**src/rtl/adder.sv**
```systemverilog
// Registered signed adder: C is the full-precision sum of A and B one clock after sampling.
// The result is one bit wider than the operands, so it never overflows.
module adder #(
  parameter int unsigned WIDTH = 4
) (
  input  logic                    clk,
  input  logic                    reset,
  input  logic signed [WIDTH-1:0] A,
  input  logic signed [WIDTH-1:0] B,
  output logic signed [WIDTH:0]   C
);

  localparam int unsigned OUT_W = WIDTH + 1;

  logic signed [OUT_W-1:0] c_d;
  logic signed [OUT_W-1:0] c_q;

  // Sign-extend both operands by one bit so every sum is representable.
  always_comb begin
    c_d = {A[WIDTH-1], A} + {B[WIDTH-1], B};
  end

  // Result register; reset takes priority over the add.
  always_ff @(posedge clk) begin
    if (reset) begin
      c_q <= '0;
    end else begin
      c_q <= c_d;
    end
  end

  assign C = c_q;

endmodule

```
**config.mk**
```make
export PLATFORM = sky130hd
export DESIGN_NAME = adder
export DESIGN_NICKNAME = d
export VERILOG_FILES = /design/src/rtl/adder.sv
export SDC_FILE = /design/constraint.sdc
export NUM_CORES = 1
export LEC_CHECK = 0
export ABC_AREA = 1
export CORE_AREA = 8 8 45 47
export DETAILED_ROUTE_END_ITERATION = 10
export DIE_AREA = 0 0 53 55
export MAX_ROUTING_LAYER = met4
export SLEW_MARGIN = 10
export SYNTH_ARGS = -nofsm -noshare
export SYNTH_HDL_FRONTEND = slang
export SYNTH_SLANG_ARGS = --single-unit
```
**constraint.sdc**
```tcl
create_clock -name clk -period 4.2 [get_ports clk]
set_input_delay 1.26 -clock clk [delete_from_list [all_inputs] [get_ports clk]]
set_output_delay 1.26 -clock clk [all_outputs]
set_load 0.1 [all_outputs]
```
* Word-level counts from Yosys, hierarchy flattened
Cells that the tools add are included.
** Storage, ports and cells
- Register bits :: 5
- Bits of input ports :: 10
** Cells by class
- $add $sub $neg :: 1
** Operator list (count)
- 4-bit by 4-bit adder with 5-bit output :: 1

* Depth between registers and ports, before layout
- Depth after elaboration :: 1
- Gate-level depth with buffers :: 6
- Gate-level depth less buffers :: 6

* Worst setup path after synthesis
Ideal clock, no wire load.
- Path type :: input to register
- Start point :: input A[0]
- End point :: register c_q[4], in the netlist C[4]
- Setup slack :: 1.936 ns
- Arrival time :: 2.144 ns
- Buffers on the path :: 0
- Library setup time :: 0.119 ns
- Stages on the path :: 6
- Cells stage by stage :: ha_1 inv_1 fa_1 or2_1 nand2_1 a21oi_1
** Between the ends
- Word-level cells in the longest chain between the ends :: 1
** RTL lines
- start: declaration :: line 8 : input logic signed [WIDTH-1:0] A,
- 4-bit by 4-bit adder with 5-bit output :: line 20 : c_d = {A[WIDTH-1], A} + {B[WIDTH-1], B};
- end signal: assignment :: line 26 : c_q <= '0;
- end signal: assignment :: line 28 : c_q <= c_d;
- end: declaration :: line 16 : logic signed [OUT_W-1:0] c_q;
No other way between the ends.
A chain may end at the register's enable or synchronous reset.

* Final worst setup path
- Start point :: register c_q[2], in the netlist C[2]
- End point :: output C[2]
** RTL lines
- end: declaration :: line 10 : output logic signed [WIDTH:0] C
No word-level cell between the ends.

==> results by group <==
Outcome
  – Status: completed

GRT
  – Global route overflow: 0
  – Initial antenna violation count: 0
  – Vias in the first global route: 238
  – GRT Util Overall: 0.0456
  – Largest net degree at the start of global routing: 5
  – First-pass GRT wire length: 862 um

Clocking
  – CTS Hold Bufs: 0
  – Clk sinks: 5
  – Num CTS Buffers: 3
  – Clock Tree Buf Depth: 2
  – CTS tree: yes
  – CTS clock-pin slew for the worst setup and hold paths: 0.04 ns
  – Root Driver: clkbuf_4
  – Post-CTS Setup Inserts: 0
  – Clock H-tree levels: 1
  – # resized after CTS: 0

Logic synthesis
  – Yosys warnings: 0
  – #FFs+latches synth: 5
  – Syn Nets: 49
  – Mapped cell area: 269 um^2
  – Post-synthesis cell type count: 10
  – Synthesized area per cell: 7.91 um^2
  – Cells after synthesis: 34
  – Sequential area share after synthesis: 0.372

Layout
  – Max reg flops: 5
  – P&R area growth vs syn: 69.3%
  – N_diodes: 0
  – Nets: 68
  – Share of cells above drive strength 1: 0.0577
  – Post-layout util: 0.329

Critical path
  – CP bufs+invs: 1
  – Startpoint types: register
  – Worst setup EP type: primary output
  – Crit path arrival time: 1.66 ns
  – Worst EP required: 2.94 ns
  – Worst-path cell chain: clkdlybuf4s50_1
  – Critical Path Max Stage Delay: 1.12 ns
  – Critical path's top delay family: buffers and inverters
  – Crit-path max FO: 1
  – Critical path class: reg -> out
  – CP max-delay cell: clkdlybuf4s50_1

Timing
  – Worst-Margin Slew: 0.966 ns
  – Post-Route Setup TNS: 0 ns
  – Final period utilization: 0.696
  – Worst Slack Setup Final: 1.28 ns
  – Setup violators final: 0
  – Slew headroom: 0.354
  – Crit path time final: 2.92 ns
  – Unrepaired setup endpoints after global routing: false
  – Pins Over Slew Limit: 0
  – Fmax: 0.342 GHz
  – Hold Vio Cnt, Final: 0

Route
  – Drt wl/cell: 8.43 um
  – DRC Markers: 0
  – Vias post-DR: 262
  – Starting DRT DRC Count: 7
  – Number of routed nets with antenna violations: 0
  – Vias/cell: 3.85
  – First drt pass iteration count: 2
  – Post-Route WL: 573 um

Floorplan
  – Boundary Pins: 15
  – Starting Density: 0.194
  – Die Ht: 55 um
  – Total die area: 2920 um^2
  – Core Region: 1380 um^2
  – Die Width: 53 um
  – Row count: 14

Pwr
  – Max VDD drop: 0.0000809 V
  – Cell Pwr Density: 390 nW/um^2
  – Leakage power: 0.000217 uW

Placement
  – PortBufs: 14
  – Pre-CTS setup slack: 1.42 ns
  – Routability cong.: 0.735
  – Hpwl dp: 486 um

Min path
  – Min-delay worst type: in -> reg

Job
  – # Max-Cap Violations: 0
==> power breakdown <==
part	internal (uW)	switching, uW
Clock	35.8	18.5
Sequential	52.5	1.10
Combinational	21.9	48.0
==> cells in the mapped netlist <==
cell type | count | area share
dfxtp_1 | 5 | 0.37
or2_1 | 1 | 0.023
a21oi_1 | 3 | 0.056
ha_1 | 4 | 0.19
nand2_1 | 6 | 0.084
inv_1 | 7 | 0.098
o21ai_0 | 1 | 0.019
nor2_1 | 5 | 0.070
fa_1 | 1 | 0.074
nand3_1 | 1 | 0.019
==> per-stage QoR <==
step	cell area (um^2)	total power [uW]	instances	hold slack (ns)
after CTS	455	181	68	1.62
after global placement	429	124	64	1.85
final	455	178	68	1.62
after detailed placement	429	124	64	1.85
after global routing	455	190	68	1.62
after floorplan	269	103	34	1.33
==> cells in the final DEF (no fill, tap or decap) <==
cell | Yosys | routed
nand3_1 | 1 | 1
nor2_1 | 5 | 5
clkdlybuf4s50_1 | 0 | 14
fa_1 | 1 | 1
inv_1 | 7 | 7
ha_1 | 4 | 4
a21oi_1 | 3 | 3
dfxtp_1 | 5 | 5
or2_1 | 1 | 1
clkbuf_4 | 0 | 3
clkbuf_1 | 0 | 1
o21ai_0 | 1 | 1
nand2_1 | 6 | 6
==> kinds of logic after synthesis <==
| group | count (synthesis) | synth area share |
|---|---|---|
| simple gates | 13 | 0.195 |
| buf+inv | 7 | 0.0977 |
| fa+ha+maj | 5 | 0.260 |
| flops | 5 | 0.372 |
| compound gates | 4 | 0.0744 |
==> per-layer routing <==
| layer | up-vias | share of wire | global-route usage |
|---|---|---|---|
| met2 | 8 | 0.52 | 0.0664 |
| met4 | 0 | 0 | 0.0776 |
| met1 | 114 | 0.41 | 0.0350 |
| li1 | 140 | - | - |
| met3 | 0 | 0.066 | 0.0160 |
| met5 | - | 0 | - |
==> worst paths after layout <==
| path | startpoint | endpoint | cells after the start |
|---|---|---|---|
| hold / removal | reset | C[1]$_SDFF_PP0_ | 2 |
| setup / recovery | C[2]$_SDFF_PP0_ | C[2] | 1 |
==> final cells by class <==
class,instances,area [um^2]
Inverter,7,26.3
Tap cell,16,20.0
Fill cell,153,928
Multi-Input combinational cell,22,143
Sequential cell,5,100
Clock buffer,4,26.3
Timing Repair Buffer,14,140
No activity file was read; power rests on OpenSTA's default activity.
==> patch 1: new RTL, same flow settings <==
Change the parameter `WIDTH` from 4 to 3.
--- a/src/rtl/adder.sv
+++ b/src/rtl/adder.sv
@@ -1,7 +1,7 @@
 // Registered signed adder: C is the full-precision sum of A and B one clock after sampling.
 // The result is one bit wider than the operands, so it never overflows.
 module adder #(
-  parameter int unsigned WIDTH = 4
+  parameter int unsigned WIDTH = 3
 ) (
   input  logic                    clk,
   input  logic                    reset,
Ports: changed (resized A, B and C); port bits go from 15 to 12. The function was not compared with the original's and may differ.
==> patch 1 against the original RTL <==
First-iteration DRC count fell by 100%. Area after synthesis is 30% lower. Wire length shrank 24%. Setup slack improved by 0.011 ns. Sequential cell count is 1 lower. Die area stayed put. Synthesized cell count is 44% lower. Final cell count down 28%. Total power is 19% lower. Design area down 25%.
==> patch 1: results (changes against the original RTL) <==
| Metric | Value |
|---|---|
| Final Net Count | `47 (was 68)` |
| Via count | `167 (was 262)` |
| GRT Resource Usage Total | `3.725% (was 4.563%)` |
| DR iter-0 viols | `0 (was 7)` |
| Sequential share of the synthesized area | `42.38% (was 37.21%)` |
| Synth top area cells | `dfxtp_1, ha_1, fa_1 (was dfxtp_1, ha_1, inv_1)` |
| Leak Pwr | `0.1511 nW (was 0.2174 nW)` |
| Arrival @ worst endpoint | `between 1.5 and 2 ns` |
| Sw Ratio | `36.56% (was 38.01%)` |
| Worst-Margin Slew | `0.9653 ns (was 0.9656 ns)` |
| Largest register FFs | `4 (was 5)` |
| First-pass GRT wire length | `662 µm (was 862 µm)` |
| Adder-Cell Fraction of Synth Area | `30.46% (was 26.05%)` |
| Vias in the first global route | `176 (was 238)` |
| Dpl ws | `1.524 ns (was 1.415 ns)` |
| DRT Pass-1 Iters | `1 (was 2)` |
| Wire per inst | `8.918 µm (was 8.426 µm)` |
| Outcome | `finished clean (unchanged)` |
| # port buffers | `11 (was 14)` |
| Synth top cells by count | `dfxtp_1, nor2_1, ha_1 (was inv_1, nand2_1, dfxtp_1, nor2_1, ha_1)` |
| Worst VDD drop | `0.06561 mV (was 0.08086 mV)` |
| Distinct cells, synth | `9 (was 10)` |
| Synth Area in Compound Gates | `6.623% (was 7.442%)` |
| Synth warn | `0 (unchanged)` |
| Final-layout fill cell count | `166 (was 153)` |
| RePlAce Congestion | `0.6284 (was 0.7350)` |
| Post-Synth XOR/XNOR Area | `4.636% (was 0%)` |
patch 1: kinds of logic (layout without fill, tap and decap cells):
family,after synthesis,after routing
AND/OR/NAND/NOR,6,6
adder cells (fa/ha/maj),4,4
AO/OA/AOI/OAI,2,2
flip-flops,4,4
XOR/XNOR,1,1
buffers and inverters,2,16
patch 1: final timing paths:
| check | startpoint | end | slack [ns] | cells past startpoint |
|---|---|---|---|---|
| worst max-delay path | C[1]$_SDFF_PP0_ | C[1] | 1.29 | 1 |
| worst min-delay path | reset | C[1]$_SDFF_PP0_ | 1.64 | 2 |
patch 1: routing by layer:
layer	GRT usage [%]	up-vias	share of wire, %
met3	2.406	2	12
li1	-	88	-
met1	2.446	67	36
met2	5.664	10	49
met4	5.172	0	3.0
met5	-	-	0
patch 1: area by class of cell:
type	count	area [µm²]	area share, %
clock buffers	3	22.52	6.593
inverters	2	7.507	2.198
multi-input cells	13	101.3	29.67
flip-flops and latches	4	80.08	23.44
well taps	16	20.02	5.861
repair buffers	11	110.1	32.23
patch 1: per-stage QoR:
step                      instance area (µm²)  std cells  hold slack [ns]    power, W
after floorplan                         188.9         19            1.331  0.00008107
after global placement                  319.1         46            1.881  0.00009726
after detailed placement                319.1         46            1.880  0.00009832
after CTS                               341.6         49            1.638   0.0001478
after global routing                    341.6         49            1.658   0.0001520
final                                   341.6         49            1.637   0.0001439
patch 1: power groups by stage:
stage	Sequential (W)	Clock, W	Combinational, W
3_5_place_dp	0.0000434	0	0.0000549
6_report	0.0000428	0.0000469	0.0000542
3_3_place_gp	0.0000434	0	0.0000539
4_1_cts	0.0000428	0.0000499	0.0000550
5_1_grt	0.0000431	0.0000514	0.0000575
2_1_floorplan	0.0000719	0	0.00000922
==> patch 2: new RTL, same flow settings <==
Without the edit above. Register the output `C` once more, without a reset; this adds one clock of latency there. Comments in the files are not updated.
--- a/src/rtl/adder.sv
+++ b/src/rtl/adder.sv
@@ -29,7 +29,9 @@
     end
   end
 
-  assign C = c_q;
+  always_ff @(posedge clk) begin
+    C <= c_q;
+  end
 
 endmodule
 
Behaviour: not the same (Yosys sat finds a counterexample within 4 cycles, from zero or initial values and one cycle with reset high).
==> patch 2 against the original RTL <==
Largest power group is now registers. Largest cell class is now sequential cells. Sequential share of layout area grew 13 points. Total power grew 45%. Wire length grew 12%. Sequential cell count grew 5. Final cell count grew 7.4%. Critical endpoint is now C[3]. Critical path depth is the same. Setup slack lost 0.031 ns. Area after synthesis grew 37%. Design area grew 24%.
==> patch 2: results (changes against the original RTL) <==
| Metric | Value |
|---|---|
| Leak Pwr | `0.2652 nW (was 0.2174 nW)` |
| Post-synthesis instance total | `39 (was 34)` |
| Via count | `304 (was 262)` |
| First-pass GRT wire length | `1097 µm (was 862 µm)` |
| Largest net degree at the start of global routing | `7 (was 5)` |
| Dpl ws | `1.403 ns (was 1.415 ns)` |
| Sequential share of the synthesized area | `54.24% (was 37.21%)` |
| Synth top area cells | `dfxtp_1, ha_1, inv_1 (unchanged)` |
| Hold Startpoint | `c_q[4]$_SDFF_PP0_ (was reset)` |
| Detailed placer's ending HPWL | `525.7 µm (was 486.3 µm)` |
| Layout cells sized above 1 | `7.018% (was 5.769%)` |
| Clk_skew | `roughly 0.00025 ns` |
| Delay-heaviest family, CP | `buffers and inverters (unchanged)` |
| Post-DP Area | `529.3 µm² (was 429.2 µm²)` |
| Hold path cells | `0 (was 2)` |
| Vias in the first global route | `289 (was 238)` |
| Worst-Margin Slew | `0.9640 ns (was 0.9656 ns)` |
| Outcome | `finished clean (unchanged)` |
| HP Class | `reg2reg (was in2reg)` |
| Min Clock Period, post-route | `2.954 ns (was 2.924 ns)` |
| Adder-Cell Fraction of Synth Area | `18.98% (was 26.05%)` |
| Syn Nets | `54 (was 49)` |
| Wire per inst | `8.822 µm (was 8.426 µm)` |
| GRT Resource Usage Total | `5.709% (was 4.563%)` |
| Hold_ws | `0.3270 ns (was 1.620 ns)` |
| DR iter-0 viols | `2 (was 7)` |
| Arrival @ worst endpoint | `1.69 ns (was 1.66 ns)` |
| Comb pwr share | `27.0% (was 39.3%)` |
| Post-Place Cells | `69 (was 64)` |
| Worst VDD drop | `0.09216 mV (was 0.08086 mV)` |
| Synth top cells by count | `dfxtp_1, inv_1, nand2_1 (was inv_1, nand2_1, dfxtp_1, nor2_1, ha_1)` |
| Flop+latch power | `0.000106 W (was 0.0000536 W)` |
| Reg clk slew, reported paths | `0.06 ns (was 0.04 ns)` |
==> patch 2: worst max path at each step <==
stage                 start                end  cells past startpoint
5_1_grt        C[2]$_DFF_P_               C[2]                      1
3_5_place_dp           A[0]  c_q[4]$_SDFF_PP0_                      7
3_3_place_gp           A[0]  c_q[4]$_SDFF_PP0_                      7
6_report       C[3]$_DFF_P_               C[3]                      1
4_1_cts        C[3]$_DFF_P_               C[3]                      1
2_1_floorplan          A[0]  c_q[4]$_SDFF_PP0_                      6
==> patch 2: area by class of cell <==
| cell class | count | area [µm²] |
|---|---|---|
| Fill cell | 152 | 818.3 |
| Inverter | 7 | 26.28 |
| Sequential cell | 10 | 200.2 |
| Multi-Input combinational cell | 22 | 142.6 |
| Timing Repair Buffer | 14 | 140.1 |
| Clock buffer | 4 | 36.28 |
| Tap cell | 16 | 20.02 |
==> patch 2: per-layer routing <==
layer	wire [µm]	track usage, %	vias up
met5	0	-	-
met4	9	7.759	0
met3	69	2.406	2
met2	321	8.008	8
met1	244	5.069	137
li1	-	-	157
